--- config.mk ---
export PLATFORM = sky130hd
export DESIGN_NAME = output_link_scheduler
export DESIGN_NICKNAME = d
export VERILOG_FILES = /design/src/rtl/atto_link_pkg.sv /design/src/rtl/rr_priority_picker.sv /design/src/rtl/output_link_scheduler.sv
export SDC_FILE = /design/constraint.sdc
export NUM_CORES = 1
export LEC_CHECK = 0
export ABC_AREA = 1
export BUFFER_PORTS_ARGS = -buffer_cell sky130_fd_sc_hd__clkbuf_2
export CORE_ASPECT_RATIO = 1.2
export CORE_MARGIN = 5
export CORE_UTILIZATION = 30
export DETAILED_ROUTE_END_ITERATION = 8
export SLEW_MARGIN = 20
export SYNTH_ARGS = -nofsm -noshare
export SYNTH_HDL_FRONTEND = slang
export SYNTH_SLANG_ARGS = --single-unit
--- constraint.sdc ---
create_clock -name clka -period 1.9 [get_ports clka]
set_input_delay 0.38 -clock clka [delete_from_list [all_inputs] [get_ports clka]]
set_output_delay 0.38 -clock clka [all_outputs]
set_load 0.03 [all_outputs]
--- src/rtl/atto_link_pkg.sv ---
// Shared definitions for the token-link scheduler: FSM states, idle link levels
// and a width helper.
package atto_link_pkg;

  typedef enum logic [1:0] {
    ST_IDLE,
    ST_GRANT,
    ST_SEND,
    ST_WAIT_ACK
  } link_state_e;

  localparam logic LINK_P_IDLE = 1'b1;
  localparam logic LINK_N_IDLE = 1'b0;

  // Ceiling log2, never below 1 so the result can always size a vector.
  function automatic int unsigned clog2(input int unsigned n);
    int unsigned w;
    w = 1;
    while (((32'd1 << w) < n) && (w < 31)) w++;
    return w;
  endfunction

endpackage

--- src/rtl/rr_priority_picker.sv ---
// Round-robin priority search: first set request at or above rr_ptr, wrapping at N_REQ.
module rr_priority_picker
  import atto_link_pkg::*;
#(
  parameter  int unsigned N_REQ = 4,
  localparam int unsigned IW    = clog2(N_REQ)
) (
  input  logic [N_REQ-1:0] req,
  input  logic [IW-1:0]    rr_ptr,
  output logic [N_REQ-1:0] pick,
  output logic [IW-1:0]    index,
  output logic             any
);

  always_comb begin : search
    logic [IW:0] j;
    pick  = '0;
    index = '0;
    any   = 1'b0;
    j     = '0;
    for (int unsigned k = 0; k < N_REQ; k++) begin
      // rr_ptr < N_REQ, so a single subtraction is enough to wrap
      j = {1'b0, rr_ptr} + (IW+1)'(k);
      if (j >= (IW+1)'(N_REQ)) j = j - (IW+1)'(N_REQ);
      if (!any && req[j[IW-1:0]]) begin
        any              = 1'b1;
        pick[j[IW-1:0]]  = 1'b1;
        index            = j[IW-1:0];
      end
    end
  end

endmodule

--- src/rtl/output_link_scheduler.sv ---
// Round-robin, packet-granular scheduler for a shared outbound two-wire token link;
// one flit per token, next flit waits for the return token on ack_p/ack_n.
module output_link_scheduler
  import atto_link_pkg::*;
#(
  parameter  int unsigned N_REQ       = 4,
  parameter  int unsigned MAX_FLITS   = 8,
  parameter  int unsigned ACK_TIMEOUT = 255,
  localparam int unsigned SW          = clog2(N_REQ)
) (
  input  logic             clka,
  input  logic             rsta,
  input  logic [N_REQ-1:0] req,
  input  logic [N_REQ-1:0] tail,
  output logic [N_REQ-1:0] gnt,
  output logic [SW-1:0]    sel,
  output logic             xfer,
  output logic             link_p,
  output logic             link_n,
  input  logic             ack_p,
  input  logic             ack_n,
  output logic             proto_err,
  output logic             tmo_err
);

  localparam int unsigned     FW        = clog2(MAX_FLITS + 1);
  localparam int unsigned     TW        = clog2(ACK_TIMEOUT + 1);
  localparam logic [FW-1:0]   FLIT_LAST = FW'(MAX_FLITS);
  localparam logic [TW-1:0]   TMO_LIMIT = TW'(ACK_TIMEOUT);
  localparam logic [SW-1:0]   SEL_TOP   = SW'(N_REQ - 1);

  link_state_e      state_q, state_d;
  logic [N_REQ-1:0] gnt_d;
  logic [SW-1:0]    sel_d;
  logic [SW-1:0]    rr_ptr_q, rr_ptr_d;
  logic [FW-1:0]    flit_cnt_q, flit_cnt_d;
  logic [TW-1:0]    tmo_cnt_q, tmo_cnt_d;
  logic             last_q, last_d;
  logic             xfer_d;
  logic             link_p_d, link_n_d;
  logic             proto_err_d, tmo_err_d;
  logic             ackp_q, ackn_q;
  logic             ack_hit;

  logic [N_REQ-1:0] pick;
  logic [SW-1:0]    pick_idx;
  logic             pick_any;

  rr_priority_picker #(.N_REQ(N_REQ)) u_picker (
    .req    (req),
    .rr_ptr (rr_ptr_q),
    .pick   (pick),
    .index  (pick_idx),
    .any    (pick_any)
  );

  // Only a change on both wires is a token; a lone wire change is left pending.
  assign ack_hit = (ack_p ^ ackp_q) & (ack_n ^ ackn_q);

  always_ff @(posedge clka or negedge rsta) begin
    if (!rsta) begin
      state_q    <= ST_IDLE;
      gnt        <= '0;
      sel        <= '0;
      rr_ptr_q   <= '0;
      flit_cnt_q <= '0;
      tmo_cnt_q  <= '0;
      last_q     <= 1'b0;
      xfer       <= 1'b0;
      link_p     <= LINK_P_IDLE;
      link_n     <= LINK_N_IDLE;
      ackp_q     <= LINK_P_IDLE;
      ackn_q     <= LINK_N_IDLE;
      proto_err  <= 1'b0;
      tmo_err    <= 1'b0;
    end else begin
      state_q    <= state_d;
      gnt        <= gnt_d;
      sel        <= sel_d;
      rr_ptr_q   <= rr_ptr_d;
      flit_cnt_q <= flit_cnt_d;
      tmo_cnt_q  <= tmo_cnt_d;
      last_q     <= last_d;
      xfer       <= xfer_d;
      link_p     <= link_p_d;
      link_n     <= link_n_d;
      ackp_q     <= ackp_q ^ ack_hit;
      ackn_q     <= ackn_q ^ ack_hit;
      proto_err  <= proto_err_d;
      tmo_err    <= tmo_err_d;
    end
  end

  always_comb begin
    state_d     = state_q;
    gnt_d       = gnt;
    sel_d       = sel;
    rr_ptr_d    = rr_ptr_q;
    flit_cnt_d  = flit_cnt_q;
    tmo_cnt_d   = tmo_cnt_q;
    last_d      = last_q;
    xfer_d      = 1'b0;
    link_p_d    = link_p;
    link_n_d    = link_n;
    tmo_err_d   = tmo_err;
    proto_err_d = proto_err | (ack_hit & (state_q != ST_WAIT_ACK));

    case (state_q)
      ST_IDLE: begin
        if (pick_any) begin
          gnt_d      = pick;
          sel_d      = pick_idx;
          flit_cnt_d = '0;
          state_d    = ST_GRANT;
        end
      end
      ST_GRANT: begin
        if (req[sel]) begin
          link_p_d = ~link_p;
          link_n_d = ~link_n;
          xfer_d   = 1'b1;
          last_d   = tail[sel] | (flit_cnt_q + FW'(1) == FLIT_LAST);
          state_d  = ST_SEND;
        end else if (flit_cnt_q == '0) begin
          gnt_d   = '0;
          state_d = ST_IDLE;
        end
      end
      ST_SEND: begin
        flit_cnt_d = flit_cnt_q + FW'(1);
        tmo_cnt_d  = '0;
        state_d    = ST_WAIT_ACK;
      end
      ST_WAIT_ACK: begin
        if (ack_hit) begin
          if (last_q) begin
            gnt_d    = '0;
            rr_ptr_d = (sel == SEL_TOP) ? '0 : sel + SW'(1);
            state_d  = ST_IDLE;
          end else begin
            state_d = ST_GRANT;
          end
        end
        // Counter saturates at the limit; the error flag is raised on the reaching edge
        if ((ACK_TIMEOUT != 0) && (tmo_cnt_q != TMO_LIMIT)) begin
          tmo_cnt_d = tmo_cnt_q + TW'(1);
          if (tmo_cnt_q + TW'(1) == TMO_LIMIT) tmo_err_d = 1'b1;
        end
      end
      default: state_d = ST_IDLE;
    endcase
  end

endmodule

Word-level counts from Yosys, hierarchy flattened
Cells that the tools add are included.
{"block": "totals", "output_inout_bits": 11, "regBits": 30, "wordCells": 143, "in_bits": 12}
{"block": "classes", "n_mux": 55, "n_eq_ne": 15, "n_lt_le_gt_ge": 13, "bitwise": 13, "n_addsub": 10, "n_reduce_logical": 23}
{"op": "two-way mux 4 bit", "count": 10}
{"op": "two-way mux 2 bit", "count": 13}
{"op": "two-way mux 1 bit", "count": 17}
{"op": "one-hot mux 8 bit (2 select lines)", "count": 1}
{"op": "less-than comparator 2 x 3 -> 1 bit (second input constant)", "count": 5}
{"op": "inequality test 2 bit (second input constant)", "count": 7}
{"op": "binary-select mux 1 bit (select 2 bit)", "count": 6}
{"op": "OR 4 bit", "count": 3}
{"op": "one-hot mux 4 bit (3 select lines)", "count": 1}
{"op": "greater-or-equal comparator 3 bit (second input constant)", "count": 3}
{"op": "AND reduction 3 bit", "count": 3}
{"op": "adder 8 x 1 -> 8 bit (second input constant)", "count": 1}
{"op": "demux 1 bit (select 2 bit)", "count": 4}
{"op": "equality test 8 bit (second input constant)", "count": 1}
{"op": "greater-or-equal comparator 2 x 1 -> 1 bit (second input constant)", "count": 4}
{"op": "two-way mux 8 bit", "count": 1}
{"op": "inequality test 8 bit (second input constant)", "count": 1}
{"op": "one-hot mux 2 bit (4 select lines)", "count": 1}
{"op": "one-hot mux 4 bit (2 select lines)", "count": 1}
{"op": "AND reduction 2 bit", "count": 4}
{"op": "subtractor 2 x 1 -> 2 bit (second input constant)", "count": 4}
{"op": "logical AND 1 bit", "count": 7}
{"op": "adder 2 x 2 -> 3 bit (second input constant)", "count": 2}
{"op": "equality test 2 bit (second input constant)", "count": 3}
{"op": "other kinds (17)", "count": 26}

Logic depth before layout (Yosys ltp)
{"block": "depth", "depth_word": 16, "ltp_mapped": 13, "depth_no_buf": 12}

Modules after synthesis
Synthesis repeated with hierarchy kept, for this count alone.
{"block": "hier_totals", "hier_cells": 290, "area_unflattened_um2": 2134.5}
{"mod": "output_link_scheduler", "instances": 1, "cells_each": 216, "area_each_um2": 1694.1}
{"mod": "rr_priority_picker", "instances": 1, "cells_each": 74, "area_each_um2": 440.4}

Least setup slack after synthesis
OpenSTA, ideal clock, no wires.
{"block": "synth_timing", "path_kind": "register -> register", "from": "register rr_ptr_q[0]", "to": "register gnt[0]", "arrival_time_ns": 1.647, "slack_ns": 0.136, "path_stages_with_launch": 13, "period_less_slack_ns": 1.764, "required_time_ns": 1.783, "cell_sequence": "dfrtp_1 > buf_6 > inv_6 > ha_1 > inv_1 > nand3_1 > nand2_2 > nor2_8 > nand4_4 > nand2_4 > nor2_4 > nand2_1 > nand2_1"}
{"block": "synth_between", "elab_chain_cells": 16, "elab_cells_between_ends": 64, "classes_between": "7 x add/sub; 12 x order compare; 1 x eq/ne; 30 x mux; 3 x bitwise; 11 x reduce/logical"}
{"element": "from (decl)", "line_no": "output_link_scheduler.sv:35", "source": "logic [SW-1:0] rr_ptr_q, rr_ptr_d;"}
{"element": "from (signal assigned)", "line_no": "output_link_scheduler.sv:80", "source": "rr_ptr_q <= rr_ptr_d;"}
{"element": "parallel branches: the longest is 16 deep, another holds adder 2 x 1 -> 3 bit"}
{"element": "to (signal assigned)", "line_no": "output_link_scheduler.sv:78", "source": "gnt <= gnt_d;"}
{"element": "to (decl)", "line_no": "output_link_scheduler.sv:15", "source": "output logic [N_REQ-1:0] gnt,"}
Several ways; the timed one is not identified. The select of a mux whose other input is x is not followed.
A chain may end at the register's enable or synchronous reset.

Worst setup path after layout
{"block": "layout_timing", "from": "register rr_ptr_q[0]", "to": "register gnt[1]"}
The elaborated chain is that of the path after synthesis.

==> metrics.cfg <==
[floorplanning]
start_util_pct=31.04
dieArea_sq_mm=0.008979
ioPinCount=23
rows=33
coreArea_sq_mm=0.006937
die_h_microns=102.8
die_x_microns=87.34

[pwr]
fin_total_pwr_mw=4.053
p_leak_nw=1.344
internal-power_mw=2.072
ir_worst_vdd_uv=543.5
clockPowerShare_pct=14.8
power.density_mw_per_mm2=1611
p_sw_mw=1.981
swShare_pct=48.88
seqPwrFrac_pct=25.3
comb_power_share_pct=59.9

[layout]
instances_no_fill=396
antennaDiodeCount=0
area_growth_pct=16.85
nNetsFinal=336
drive_above_1_share_pct=23.95

[setup_path]
slowest_delay_ns=0.41
crit_path_start_kind=flip-flop
cp_num_buf_inv=2
worst-r2r-cell-count=12
worstPathRequired_ns=2.07
cp_top_family=simple AND/OR/NAND/NOR gates
worstSetupEndpointType=flip-flop
crit_top_cell=nand2_1
cp_cell_sequence=buf_4 > nand2_1 > nand2_1 > nand2_1 > nand2_2 > inv_2 > nand2_1 > nor2_1 > nor2_1 > nand2_1 > nand2_1 > nand2_1
cp.depth=12
crit_type=flip-flop to flip-flop
crit_arrival_ns=1.85
critPathMaxFanout=11
cpMaxStageDelayCell=dfrtp_1

[logic_synthesis]
ys_seq_area_share_pct=34.98
yosys_warnings=0
synth_area_sq_mm=0.002153
synthCells=276
synthFlopType=dfrtp_1
synth_edf_count=0
syn_area_per_cell_sq_um=7.802
ys_async_sr_fraction_pct=100.0
ys_ff_latch=30
syn-num-nets=304
yosysUniqueCellTypes=38

[sta]
timing.final.crit_share_pct=88.28
fin_crit_ns=1.677
rsz0062_at_grt=no
fin_tns_setup_ns=0
hold_slack_ns=0.1638
skew_ns=0.004614
slew_headroom_pct=49.46
finalHoldViolCount=0
setup_viol=0
worstMarginPinSlew_ns=0.7581
fmax_ghz=0.5962
slew_viol_final=0

[clock_network]
clock_path_buffers=2
post_cts_buffers=0
path_clk_slew_ns=0.06
hold_buffers=0
cts.sinks=30
cts.htree.levels=2
cts_buffers=5
cts_tree=yes
root_buffer=clkbuf_8
clk-insertion-delay-late_ns=0.28

[placement]
dp_hpwl_mm=3.498
dp.cells=388
port_buffers=22
finalWeightedCongestion=0.8521

[detailed_routing]
drt_iter0_markers=97
wire_per_inst_microns=11.14
vias_per_cell=4.475
remaining_drc_errors=0
ant_nets=0
drt_pass1_iterations=4
wirelength_mm=4.413
vias=1772

[grt]
grt_max_degree=31
antenna_found_initial=0
grt-ovfl-total=0
grt_pass1_vias=1806
gr-usage-all-layers_pct=11.05
grt_pass1_wl_mm=7.983

[hold_path]
min_path_type=input pin to async pin

[outcome]
status=complete, no violations

[run]
maxCapViolCount=0

power by group through the flow:
stage | clock network [mW] | registers (mW) | logic [mW]
after floorplan | 0 | 1.16 | 1.73
after global placement | 0 | 1.04 | 2.39
after detailed placement | 0 | 1.04 | 2.41
after CTS | 0.621 | 1.03 | 2.42
after global routing | 0.651 | 1.06 | 2.77
final | 0.599 | 1.02 | 2.43
cell usage after synthesis (3+ instances only):
cell type	instances	share of area (%)
nand4_1	5	1.5
a21oi_1	6	1.4
xor2_1	10	4.1
ha_1	16	9.3
o21ai_0	5	1.2
nor2_1	13	2.3
o21ai_2	5	2.0
dfrtp_1	28	33
nand2_1	82	14
nand2_2	6	1.7
nand2_4	3	1.6
inv_2	3	0.52
inv_1	35	6.1
nand3_1	27	6.3
nor2_2	4	1.2
registers in the layout, indices dropped and copies added (netlist names), named ones only:
signal,flops
tmo_err,1
xfer,1
gnt,4
link_n,1
state_q,1
rr_ptr_q,2
link_p,1
last_q,1
flit_cnt_q,4
tmo_cnt_q,8
sel,2
proto_err,1
cells by family (layout without fill, tap and decap cells):
| family | after synthesis | in the layout | share of synthesized area (%) |
|---|---|---|---|
| and+or+nand+nor | 149 | 149 | 33.53 |
| buffers and inverters | 42 | 75 | 8.077 |
| DFF | 30 | 30 | 34.98 |
| AOI/OAI and AO/OA | 25 | 25 | 8.135 |
| adders and majority gates | 16 | 16 | 9.297 |
| xor gates and xnor gates | 11 | 11 | 4.474 |
| muxes | 3 | 3 | 1.511 |
layout make-up:
cell class	count	area, sq um
fillers	754	4420
multi-input cells	204	1239
flip-flops and latches	30	753.2
inverters	40	157.7
repair buffers	27	147.6
clock buffers	8	110.1
well taps	87	108.9
metrics by stage:
step / util [%] / instance area, sq um / setup slack [ns]
6_report: 36.27 / 2516 / 0.2227
4_1_cts: 36.09 / 2504 / 0.1183
3_5_place_dp: 34.51 / 2394 / 0.1293
2_1_floorplan: - / 2153 / 0.1362
5_1_grt: 36.27 / 2516 / 0.03780
3_3_place_gp: 34.51 / 2394 / 0.1729
repair_timing:
item | CTS | global route
endpoints found under the setup margin | 0 | 5
gates resized for setup | 0 | 2
hold endpoints to repair | 0 | 0
final timing paths:
| kind | slack (ns) | startpoint | to |
|---|---|---|---|
| max in group asynchronous | 1.26 | rsta | flit_cnt_q[0] |
| hold / removal | 0.16 | rsta | tmo_cnt_q[1] |
| setup reg to reg | 0.22 | rr_ptr_q[0] | gnt[1] |
| setup / recovery | 0.22 | rr_ptr_q[0] | gnt[1] |
| hold reg to reg | 0.47 | link_n | link_n |
| min in group clka | 0.37 | ack_n | flip-flop |
worst register-to-register path: cells and delay by family, from the launching register on:
kind,cells,cell delay [ns]
and+or+nand+nor,10,0.86
DFF,1,0.41
buffers and inverters,2,0.29
metal layers:
layer	routed length [microns]	vias to the layer above	GRT usage (%)
met3	144	6	2.718
li1	-	938	-
met4	68	0	3.070
met2	2203	22	19.72
met5	0	-	0
met1	1996	806	13.11
placed cells by master, fill, tap and decap left out, drive strengths merged, types with 7 or more instances in the layout:
cell type,n
nand3,29
xor2,10
nor2,20
clkbuf,30
dfrtp,28
o21ai,12
inv,40
a21oi,7
nand2,91
ha,16
Power figures use the tool's default switching activity.
